**src/rtl/load_store_unit.sv**
```systemverilog
// MEM-stage load/store unit: req/ack data bus, lane steering, write masks, load extension.
// Latency: done 2 cycles after acceptance (1 beat), 3 (split), 1 (fault); bus wait states add cycles.
// Backpressure: stall holds the pipeline until RESP; bus beats wait on bus_ack. LSU_MISALIGNED_EN splits spills.
module load_store_unit #(
    parameter int XLEN = 32,
    parameter int AW   = 32
) (
    input  logic              clk,
    input  logic              reset,
    input  logic              req_valid,
    input  logic              req_we,
    input  logic [1:0]        req_size,
    input  logic              req_unsigned,
    input  logic [AW-1:0]     req_addr,
    input  logic [XLEN-1:0]   req_wdata,
    output logic              stall,
    output logic              done,
    output logic              fault,
    output logic [XLEN-1:0]   rdata,
    output logic              bus_req,
    output logic              bus_we,
    output logic [AW-1:0]     bus_addr,
    output logic [XLEN-1:0]   bus_wdata,
    output logic [XLEN/8-1:0] bus_wmask,
    input  logic              bus_ack,
    input  logic [XLEN-1:0]   bus_rdata
);
    localparam int NB  = XLEN / 8;
    localparam int NB2 = 2 * NB;
    localparam int OW  = $clog2(NB);

    typedef enum logic [1:0] {S_IDLE, S_BEAT1, S_BEAT2, S_RESP} state_t;
    state_t r_state, w_next;

    logic              r_bus_req, r_bus_we, r_fault, r_uns, r_split;
    logic [AW-1:0]     r_bus_addr;
    logic [XLEN-1:0]   r_bus_wdata, r_wdata2, r_beat1, r_rdata;
    logic [NB-1:0]     r_bus_wmask, r_wmask2;
    logic [1:0]        r_size;
    logic [OW-1:0]     r_off;

    logic [OW-1:0]     w_off;
    logic [3:0]        w_bytes;
    logic              w_spill, w_illegal, w_misal, w_fault, w_split;
    logic [NB2-1:0]    w_mask2x;
    logic [2*XLEN-1:0] w_wdata2x, w_rd2x;
    logic [XLEN-1:0]   w_raw, w_lmask, w_ext;
    logic              w_sign;

    assign w_off = req_addr[OW-1:0];

    always_comb begin
        case (req_size)
            2'd0:    w_bytes = 4'd1;
            2'd1:    w_bytes = 4'd2;
            2'd2:    w_bytes = 4'd4;
            default: w_bytes = 4'd8;
        endcase
    end

    assign w_spill   = (5'(w_off) + 5'(w_bytes)) > 5'(NB);
    assign w_illegal = (XLEN == 32) && (req_size == 2'd3);
    assign w_misal   = (5'(w_off) & (5'(w_bytes) - 5'd1)) != 5'd0;
    assign w_mask2x  = NB2'((16'd1 << w_bytes) - 16'd1) << w_off;
    assign w_wdata2x = {{XLEN{1'b0}}, req_wdata} << {w_off, 3'b000};

`ifdef LSU_MISALIGNED_EN
    assign w_fault = w_illegal;
    assign w_split = w_spill;
`else
    assign w_fault = w_illegal | w_misal;
    assign w_split = 1'b0;
`endif

    // Second beat supplies the upper half of the two-word window; single beats leave it zero.
    assign w_rd2x = (r_state == S_BEAT2) ? {bus_rdata, r_beat1} : {{XLEN{1'b0}}, bus_rdata};
    assign w_raw  = XLEN'(w_rd2x >> {r_off, 3'b000});

    always_comb begin
        case (r_size)
            2'd0:    begin w_lmask = XLEN'(8'hFF);         w_sign = w_raw[7];  end
            2'd1:    begin w_lmask = XLEN'(16'hFFFF);      w_sign = w_raw[15]; end
            2'd2:    begin w_lmask = XLEN'(32'hFFFF_FFFF); w_sign = w_raw[31]; end
            default: begin w_lmask = '1;                   w_sign = 1'b0;      end
        endcase
        w_ext = (w_raw & w_lmask) | ((w_sign && !r_uns) ? ~w_lmask : '0);
    end

    always_comb begin
        w_next = r_state;
        case (r_state)
            S_IDLE:  if (req_valid) w_next = w_fault ? S_RESP : S_BEAT1;
            S_BEAT1: if (bus_ack)   w_next = r_split ? S_BEAT2 : S_RESP;
            S_BEAT2: if (bus_ack)   w_next = S_RESP;
            default: w_next = S_IDLE;
        endcase
    end

    always_ff @(posedge clk or posedge reset) begin
        if (reset) begin
            r_state     <= S_IDLE;
            r_bus_req   <= 1'b0;
            r_bus_we    <= 1'b0;
            r_bus_addr  <= '0;
            r_bus_wdata <= '0;
            r_bus_wmask <= '0;
            r_wdata2    <= '0;
            r_wmask2    <= '0;
            r_beat1     <= '0;
            r_rdata     <= '0;
            r_fault     <= 1'b0;
            r_uns       <= 1'b0;
            r_split     <= 1'b0;
            r_size      <= '0;
            r_off       <= '0;
        end else begin
            r_state <= w_next;
            case (r_state)
                S_IDLE: if (req_valid) begin
                    r_size  <= req_size;
                    r_uns   <= req_unsigned;
                    r_off   <= w_off;
                    r_fault <= w_fault;
                    r_split <= w_split;
                    if (w_fault) begin
                        r_rdata <= '0;
                    end else begin
                        r_bus_req   <= 1'b1;
                        r_bus_we    <= req_we;
                        r_bus_addr  <= {req_addr[AW-1:OW], {OW{1'b0}}};
                        r_bus_wdata <= req_we ? w_wdata2x[XLEN-1:0] : '0;
                        r_bus_wmask <= req_we ? w_mask2x[NB-1:0] : '0;
                        r_wdata2    <= req_we ? w_wdata2x[2*XLEN-1:XLEN] : '0;
                        r_wmask2    <= req_we ? w_mask2x[NB2-1:NB] : '0;
                    end
                end
                S_BEAT1: if (bus_ack) begin
                    r_beat1 <= bus_rdata;
                    if (r_split) begin
                        r_bus_addr  <= r_bus_addr + AW'(NB);
                        r_bus_wdata <= r_wdata2;
                        r_bus_wmask <= r_wmask2;
                    end else begin
                        r_bus_req <= 1'b0;
                        r_rdata   <= r_bus_we ? '0 : w_ext;
                    end
                end
                S_BEAT2: if (bus_ack) begin
                    r_bus_req <= 1'b0;
                    r_rdata   <= r_bus_we ? '0 : w_ext;
                end
                default: r_fault <= 1'b0;
            endcase
        end
    end

    assign stall     = req_valid && (r_state != S_RESP) && !reset;
    assign done      = (r_state == S_RESP);
    assign fault     = r_fault;
    assign rdata     = r_rdata;
    assign bus_req   = r_bus_req;
    assign bus_we    = r_bus_we;
    assign bus_addr  = r_bus_addr;
    assign bus_wdata = r_bus_wdata;
    assign bus_wmask = r_bus_wmask;
endmodule
```
**config.mk**
```make
export PLATFORM = sky130hd
export DESIGN_NAME = load_store_unit
export DESIGN_NICKNAME = d
export VERILOG_FILES = /design/src/rtl/load_store_unit.sv
export SDC_FILE = /design/constraint.sdc
export NUM_CORES = 1
export LEC_CHECK = 0
export ABC_AREA = 0
export CAP_MARGIN = 30
export CORE_ASPECT_RATIO = 2
export CORE_MARGIN = 2
export CORE_UTILIZATION = 44
export CTS_CLUSTER_DIAMETER = 120
export DETAILED_ROUTE_END_ITERATION = 6
export GPL_TIMING_DRIVEN = 0
export PLACE_DENSITY = 0.83
export SYNTH_ARGS = -nofsm -noshare
export SYNTH_HDL_FRONTEND = slang
export SYNTH_SLANG_ARGS = --single-unit
```
**constraint.sdc**
```tcl
create_clock -name clk -period 4.24 [get_ports clk]
set_input_delay 0.848 -clock clk [delete_from_list [all_inputs] [get_ports clk]]
set_output_delay 0.848 -clock clk [all_outputs]
set_load 0.02 [all_outputs]
```
==> metrics.yaml, run 1 <==
place:
  dpl-instance-area_sq_mm: 0.00963
  hpwl_um: 18000
  gp_congestion: 0.992
  placement.io_buffers: 206
sta:
  hold_violations: 0
  rsz0062_at_grt: "false"
  fin_setup_tns_ns: 0
  slew_headroom_pct: 45.1
  min_period_ns: 3.10
  fin_skew_ns: 0.00997
  fmax_mhz: 323
  post-route-period-util_pct: 73.1
  worstMarginPinSlew_ns: 0.823
  setup_viol: 0
  drv_slew: 0
hold_path:
  worstHoldStart: "bus_wdata[17]"
  worstHoldPathType: "reg2reg"
global_route:
  grt_max_degree: 44
  grt_pass1_vias: 6491
  grt_first_pass_wirelength_um: 35400
  grt_use_total_pct: 26.8
  antenna_found_initial: 0
  globalRoute.totalOverflow: 0
power:
  p_seq_share_pct: 29.2
  peakVddDrop_mv: 0.404
  p_sw_share_pct: 38.4
  p_leak_uw: 0.00442
  powerDensity_mw_per_mm2: 778
  finalPower_uw: 7990
  power_switching_uw: 3070
  combPwrFrac_pct: 50.2
  power.share.clock_pct: 20.6
  intPower_uw: 4920
critical_path:
  ff2ff_setup_slack_ns: 1.49
  cp.required_ns: 3.39
  slowest_delay_ns: 0.63
  crit_top_cell: "clkdlybuf4s50_1"
  criticalPathCategory: "in2out"
  critPathMaxFanout: 5
  crit_arrival_ns: 2.25
  slowest_stage: "clkdlybuf4s50_1"
  path_cells: "clkdlybuf4s50_1 -> nor3b_1 -> clkdlybuf4s50_1"
  path_buf_inv: 2
  end_kind: "output pin"
  critical_path.startpoint: "req_valid"
  start_kind: "input pin"
  r2r-start: "r_state[0]"
  crit_family: "buffers and inverters"
route:
  drc: 0
  drtIter0Drc: 354
  wl_um: 23400
  vias: 6277
  wire_per_inst_um: 21.4
  viasPerCell: 5.75
  drt-pass1-iter-count: 6
  ant_nets: 0
yosys:
  synth_compound_area_share_pct: 14.3
  async_reset_ff_share_pct: 100
  synth_area_leaders: "dfrtp_1, mux2_2, mux2i_1"
  syn_area_sq_mm: 0.00725
  synthAdderAreaFrac_pct: 1.04
  synthXorXnorAreaFrac_pct: 0
  synth_top_family_by_area: "multiplexers"
  yosysTopAreaCell: "dfrtp_1"
  synth_warnings: 0
  ys_types: 42
  avgSynthCellArea_sq_um: 11.2
  synthSimpleGateAreaFrac_pct: 7.67
  synthMuxAreaShare_pct: 24.8
  syn_inst: 648
  synth_top_cell_area_share_pct: 48.3
  synth-edff-count: 0
  ys_ff_latch: 140
  ys_seq_area_share_pct: 48.3
  dominantRegCellSynth: "dfrtp_1"
final_layout:
  nets: 987
  num_antenna_cells: 0
  drive_gt1_share_pct: 15.8
  area_growth_pct: 41.8
  fin_area_sq_mm: 0.0103
clock_network:
  cts_resized: 0
  clockBufferDepth: 2
  postCtsSetupRepairBufs: 0
  cts_buffers: 17
  clock-sinks: 140
  tritoncts: "yes"
  ctsRootBufferMaster: "clkbuf_16"
  path_clk_slew_ns: 0.06
  h-tree-depth: 4
  clk_latency_ns: 0.42
  hold_buffers: 0
floorplan:
  die_x_um: 94.7
  io_pins: 209
  die_h_um: 185
  initial_utilization_pct: 44.8
  core_sq_mm: 0.0162
  fp-row-count: 66
  die-area_sq_mm: 0.0176
flow_run:
  drv_cap: 0
outcome:
  outcome: "finished clean"
==> sequential cells by signal (all words and copies together) (netlist names) <==
register	flops
bus_wdata	32
r_state	2
bus_wmask	4
fault	1
r_size	2
r_beat1	32
r_uns	1
bus_addr	30
rdata	32
bus_we	1
r_off	2
bus_req	1
==> power by group through the flow <==
stage,combinational [uW],clock (uW),sequential [uW]
2_1_floorplan,1890,0,2770
3_3_place_gp,3880,0,2310
3_5_place_dp,3970,0,2330
4_1_cts,4000,1660,2330
5_1_grt,4250,1730,2400
6_report,4010,1650,2330
==> synth_stat cells, drive strengths merged (2+ instances only) <==
cell	n
dfrtp	140
nor2	22
o211a	7
a21o	4
mux4	7
o21ai	64
inv	8
a221o	7
nor3	2
mux2	84
a211o	2
buf	26
o211ai	10
clkbuf	25
mux2i	58
nand2b	2
a21oi	26
ha	6
nor2b	4
nand2	84
o2bb2ai	24
nand3	10
and2	3
o31ai	9
==> placed cells by master, fill, tap and decap left out, types with 17 or more instances in the layout <==
cell type,Yosys,final
o21ai_0,64,64
mux2_2,54,54
mux2i_1,58,58
dfrtp_1,140,140
mux2_4,30,30
clkbuf_16,0,17
clkbuf_1,25,26
a21oi_1,26,26
clkdlybuf4s50_1,0,206
nand2_1,84,84
nor2_1,22,22
o2bb2ai_1,24,24
==> layer usage <==
metal / track usage (%) / part of all wire [%] / vias up
li1: - / - / 2793
met1: 26.0 / 33 / 3144
met2: 50.7 / 57 / 278
met3: 3.97 / 4.3 / 62
met4: 17.4 / 5.8 / 0
met5: 0 / 0 / -
==> worst reg2reg max path, stage by stage, from the launching register on <==
cell	delay, ns
dfrtp_1	0.44
inv_1	0.13
ha_1	0.15
buf_2	0.24
mux2i_1	0.47
a22oi_1	0.17
a41oi_1	0.26
a21o_1	0.32
buf_2	0.32
o2bb2ai_1	0.12
==> final timing paths <==
check                                end  cells after the start
min                        bus_wdata[17]                      2
min in group asynchronous  bus_wdata[12]                      2
min reg2reg                bus_wdata[17]                      2
max in group asynchronous    bus_addr[9]                      3
max                                stall                      3
max reg2reg                    rdata[18]                      9
==> cells by family after synthesis <==
group	Yosys count
muxes	149
AOI/OAI and AO/OA	159
and+or+nand+nor	133
adders and majority gates	6
other	1
buffers and inverters	60
DFF	140
==> layout make-up <==
class | count | area, sq um
clock inverter | 10 | 190
fill | 1347 | 5910
inverter | 9 | 37.5
clock buffer | 20 | 457
timing repair buffer | 209 | 2120
multi-input combinational | 449 | 3470
buffer | 51 | 241
sequential | 140 | 3500
tap | 204 | 255
==> through the flow <==
step | hold WS, ns | utilization (%) | cells | setup slack [ns]
floorplan | 0.479 | - | 649 | 1.64
global placement | 0.464 | 59.1 | 1059 | 0.407
detailed placement | 0.469 | 59.5 | 1062 | 1.00
CTS | 0.483 | 63.5 | 1092 | 1.13
global route | 0.501 | 63.5 | 1092 | 1.11
finish | 0.478 | 63.5 | 1092 | 1.14
(Power assumes the default switching activity.)
==> run 2, diff against run 1 <==
- clock period: 4.24 -> 2.8 ns (I/O delays scaled with it)
==> run 2 against run 1 <==
Via count down 0.49%. Clock skew shrank 0.00094 ns. Power up 52%. Critical endpoint is now rdata[18]. Sequential share of layout area decreased by 0.12 points. Register-to-register slack got worse by 1.3 ns. Non-clock buffer count is 1 higher. Hold slack about the same. Critical path depth up 6. Utilization grew 0.22 points. Routed wire length about the same. Highest routed layer unchanged. Final area grew 0.34%. Sequential cell count did not move.
==> metrics.yaml, run 2 (synthesized netlist as in run 1, its figures left out) <==
sta:
  fin_skew_ns: 0.00903
  fmax_mhz: 378
  drv_slew: 0
  post-route-period-util_pct: 94.4
  whs_ns: 0.478
  setup_viol: 0
  slew_headroom_pct: 49.8
  worstMarginPinSlew_ns: 0.732
  rsz0062_at_grt: "false"
  min_period_ns: 2.64
  hold_violations: 0
final_layout:
  drive_gt1_share_pct: 16.3
  final_common_cell: "clkdlybuf4s50_1"
  nets: 988
  n_fill_cell: 1339
  multi_input_area_sq_mm: 0.00350
  seqCellArea_sq_mm: 0.00350
  final_cell_mix: "clkdlybuf4s50_1, dfrtp_1, nand2_1"
  area_growth_pct: 42.3
  fin_area_sq_mm: 0.0103
  num_antenna_cells: 0
clock_network:
  cts_buffers: 17
  h-tree-depth: 4
  ctsRootBufferMaster: "clkbuf_16"
  clk_latency_ns: 0.42
  clockBufferDepth: 2
  hold_buffers: 0
  path_clk_slew_ns: 0.06
  clock-sinks: 140
  tritoncts: "yes"
place:
  gp_congestion: 0.992
  placement.io_buffers: 206
  dpl-instance-area_sq_mm: 0.00963
  hpwl_um: 18000
critical_path:
  end_kind: "flop"
  criticalPathCategory: "reg2reg"
  crit_arrival_ns: 2.93
  critPathMaxFanout: 10
  r2r-start: "r_state[0]"
  cp.required_ns: 3.09
  start_kind: "flop"
  critical_path.startpoint: "r_state[0]"
route:
  vias: 6246
  drtIter0Drc: 339
  viasPerCell: 5.71
  drt-pass1-iter-count: 5
  wire_per_inst_um: 21.4
  drc: 0
  ant_nets: 0
  wl_um: 23400
power:
  intPower_uw: 7480
  finalPower_uw: 12100
  power.share.clock_pct: 20.5
  p_leak_uw: 0.00443
  peakVddDrop_mv: 0.612
  p_sw_share_pct: 38.4
  combPwrFrac_pct: 50.4
  power_switching_uw: 4670
  p_seq_share_pct: 29.1
  powerDensity_mw_per_mm2: 1180
global_route:
  grt_max_degree: 44
  globalRoute.totalOverflow: 0
  grt_pass1_vias: 6491
  grt_first_pass_wirelength_um: 35400
  antenna_found_initial: 0
  grt_use_total_pct: 26.8
hold_path:
  worstHoldStart: "bus_wdata[17]"
  worstHoldPathType: "reg2reg"
floorplan:
  initial_utilization_pct: 44.8
  die-area_sq_mm: 0.0176
  die_h_um: 185
  die_x_um: 94.7
  fp-row-count: 66
  io_pins: 209
  core_sq_mm: 0.0162
flow_run:
  drv_cap: 0
outcome:
  outcome: "finished clean"
==> run 2: cell types whose count changed in the layout (fill, tap and decap cells not counted), sizes merged <==
cell    change
clkbuf      +1
==> run 2: final cells by class <==
cell class | count | area share [%]
flip-flops and latches | 140 | 34.0
multi-input cells | 449 | 33.9
repair buffers | 210 | 20.6
clock buffers | 20 | 4.43
well taps | 204 | 2.47
plain buffers | 51 | 2.37
clock inverters | 10 | 1.84
inverters | 9 | 0.364
==> run 2: worst paths after layout <==
check / endpoint / slack (ns) / cells after the start
max: rdata[18] / 0.16 / 9
min: bus_wdata[17] / 0.48 / 2
max reg2reg: rdata[18] / 0.16 / 9
min reg2reg: bus_wdata[17] / 0.48 / 2
max in group asynchronous: bus_addr[9] / 1.57 / 3
min in group asynchronous: bus_wdata[12] / 0.60 / 2
==> run 2: critical path, stage by stage, from the launching register on <==
cell and delay (ns):
dfrtp_1 0.44, inv_1 0.15, ha_1 0.17, buf_2 0.27, mux2i_1 0.35, a22oi_1 0.17
a41oi_1 0.24, a21o_1 0.32, clkbuf_4 0.30, o2bb2ai_1 0.10
==> run 2: timing repair <==
item,in CTS,in global routing
resized for setup,0,6
buffers inserted,0,1
setup endpoints to repair,0,17
==> run 2: through the flow <==
step	cells	setup TNS [ns]	setup slack (ns)	utilization, %
global route	1093	0	0.0160	63.7
floorplan	649	0	0.491	-
detailed placement	1062	-6.37	-0.151	59.5
finish	1093	0	0.156	63.7
CTS	1092	0	0.0691	63.5
global placement	1059	-107.19	-0.745	59.1
==> run 2: layer usage <==
metal  share of wire (%)  track usage (%)
met1                  32             26.0
met2                  57             50.7
met3                 4.8             3.97
met4                 5.9             17.4
met5                   0                0
==> run 2: power groups by stage <==
stage / Combinational, uW / Sequential (uW) / Clock [uW]
2_1_floorplan: 2870 / 4190 / 0
3_3_place_gp: 5880 / 3490 / 0
3_5_place_dp: 6010 / 3530 / 0
4_1_cts: 6060 / 3520 / 2520
5_1_grt: 6490 / 3640 / 2620
6_report: 6120 / 3540 / 2490
==> run 3, diff against run 2 <==
- CORE_ASPECT_RATIO: 2 -> 1.1
- GPL_ROUTABILITY_DRIVEN: default -> 0
==> run 3 against run 2 <==
Utilization decreased by 0.65 points. Setup slack improved by 0.083 ns. Via count fell by 0.30%. Maximum frequency up 3.2%. Clock power down 9.6%. Sequential cell count unchanged. Clock skew decreased by 0.0017 ns. Final area down 0.64%. Sequential power about the same. Hold slack hardly changed. Die area shrank 0.34%.
==> metrics.yaml, run 3 (synthesized netlist as in run 1, its figures left out) <==
outcome:
  outcome: "finished clean"
place:
  pre_cts_slack_ns: -0.174
  placement.io_buffers: 206
  dpl-instance-area_sq_mm: 0.00963
  hpwl_um: 16300
sta:
  rsz0062_at_grt: "false"
  hold_violations: 0
  fin_skew_ns: 0.00734
  whs_ns: 0.477
  fmax_mhz: 391
  min_period_ns: 2.56
  drv_slew: 0
  post-route-period-util_pct: 91.5
  setup_ws_ns: 0.239
  worstMarginPinSlew_ns: 0.727
  slew_headroom_pct: 51.5
  setup_viol: 0
route:
  vias: 6227
  drt-pass1-iter-count: 5
  drtIter0Drc: 626
  wire_per_inst_um: 20.0
  ant_nets: 0
  wl_um: 21900
  drc: 0
  viasPerCell: 5.69
final_layout:
  final_common_cell: "clkdlybuf4s50_1"
  final_cell_mix: "clkdlybuf4s50_1, dfrtp_1, nand2_1"
  num_antenna_cells: 0
  seqCellArea_sq_mm: 0.00350
  multi_input_area_sq_mm: 0.00348
  area_growth_pct: 41.4
  drive_gt1_share_pct: 16.4
  fin_area_sq_mm: 0.0102
  nets: 987
  n_fill_cell: 1256
power:
  p_leak_uw: 0.00439
  peakVddDrop_mv: 0.680
  finalPower_uw: 11800
  powerDensity_mw_per_mm2: 1150
floorplan:
  die_x_um: 126
  die-area_sq_mm: 0.0175
  die_h_um: 139
  fp-row-count: 49
  io_pins: 209
  initial_utilization_pct: 44.6
  core_sq_mm: 0.0162
clock_network:
  clockBufferDepth: 2
  clock-sinks: 140
  ctsRootBufferMaster: "clkbuf_16"
  h-tree-depth: 4
  clk_latency_ns: 0.43
  cts_buffers: 17
  tritoncts: "yes"
  path_clk_slew_ns: 0.07
  hold_buffers: 0
  postCtsSetupRepairBufs: 0
global_route:
  grt_max_degree: 44
  grt_pass1_vias: 6468
  antenna_found_initial: 0
  grt_use_total_pct: 25.6
  grt_first_pass_wirelength_um: 35100
  globalRoute.totalOverflow: 0
critical_path:
  cp.required_ns: 3.16
  crit_arrival_ns: 2.93
  critPathMaxFanout: 10
  slowest_delay_ns: 0.52
  crit_top_cell: "buf_2"
  ff2ff_setup_slack_ns: 0.24
  criticalPathCategory: "reg2reg"
  slowest_stage: "or4_1"
  end_kind: "flop"
  path_cells: "inv_1 -> ha_1 -> buf_2 -> nor2_1 -> o22ai_2 -> or4_1 -> buf_2 -> nor2_2 -> a221o_1"
  start_kind: "flop"
hold_path:
  worstHoldPathType: "reg2reg"
flow_run:
  drv_cap: 0
[run 3: through the flow]
stage	TNS [ns]	instances	util [%]
finish	0	1094	63.1
CTS	0	1094	63.0
global route	0	1094	63.1
global placement	-111.18	1059	58.9
detailed placement	-6.57	1062	59.3
floorplan	0	649	-
[run 3: worst paths after layout]
path                            startpoint           end  cells after the start
worst max-delay path            r_state[0]      rdata[9]                      9
worst min-delay path             rdata[15]     rdata[15]                      1
worst max register to register  r_state[0]      rdata[9]                      9
worst min register to register   rdata[15]     rdata[15]                      1
max in group asynchronous            reset  bus_wdata[4]                      3
min in group asynchronous            reset   r_beat1[14]                      2
[run 3: per-layer routing]
metal	vias up	routed length, um	track usage [%]
met5	-	0	0
met4	0	998	13.4
met3	71	2080	7.60
met2	365	10600	41.7
met1	2994	8210	30.7
li1	2797	-	-
[run 3: area by class of cell]
type | count | area share [%]
flip-flops and latches | 140 | 34.2
multi-input cells | 449 | 34.0
repair buffers | 209 | 20.7
well taps | 204 | 2.49
clock buffers | 17 | 4.15
inverters | 9 | 0.366
clock inverters | 15 | 1.73
plain buffers | 51 | 2.36
[run 3: power by group]
group | internal (uW) | total, uW | leakage [uW] | switching [uW]
combinational | 2870 | 6060 | 0.00234 | 3190
sequential | 2960 | 3510 | 0.00176 | 546
clock | 1200 | 2250 | 0.000290 | 1050
[run 3: critical path, delay by kind of cell, from the launching register on]
family                     cells  cell delay (ns)
and+or+nand+nor                3             1.00
AOI/OAI and AO/OA              2             0.32
adders and majority gates      1             0.19
buffers and inverters          3             0.57
DFF                            1             0.41
[run 3: what timing repair did]
item                       4_1_cts  5_1_grt
setup endpoints to repair        0       17
gates resized for setup          0        3
hold endpoints to repair         0        0
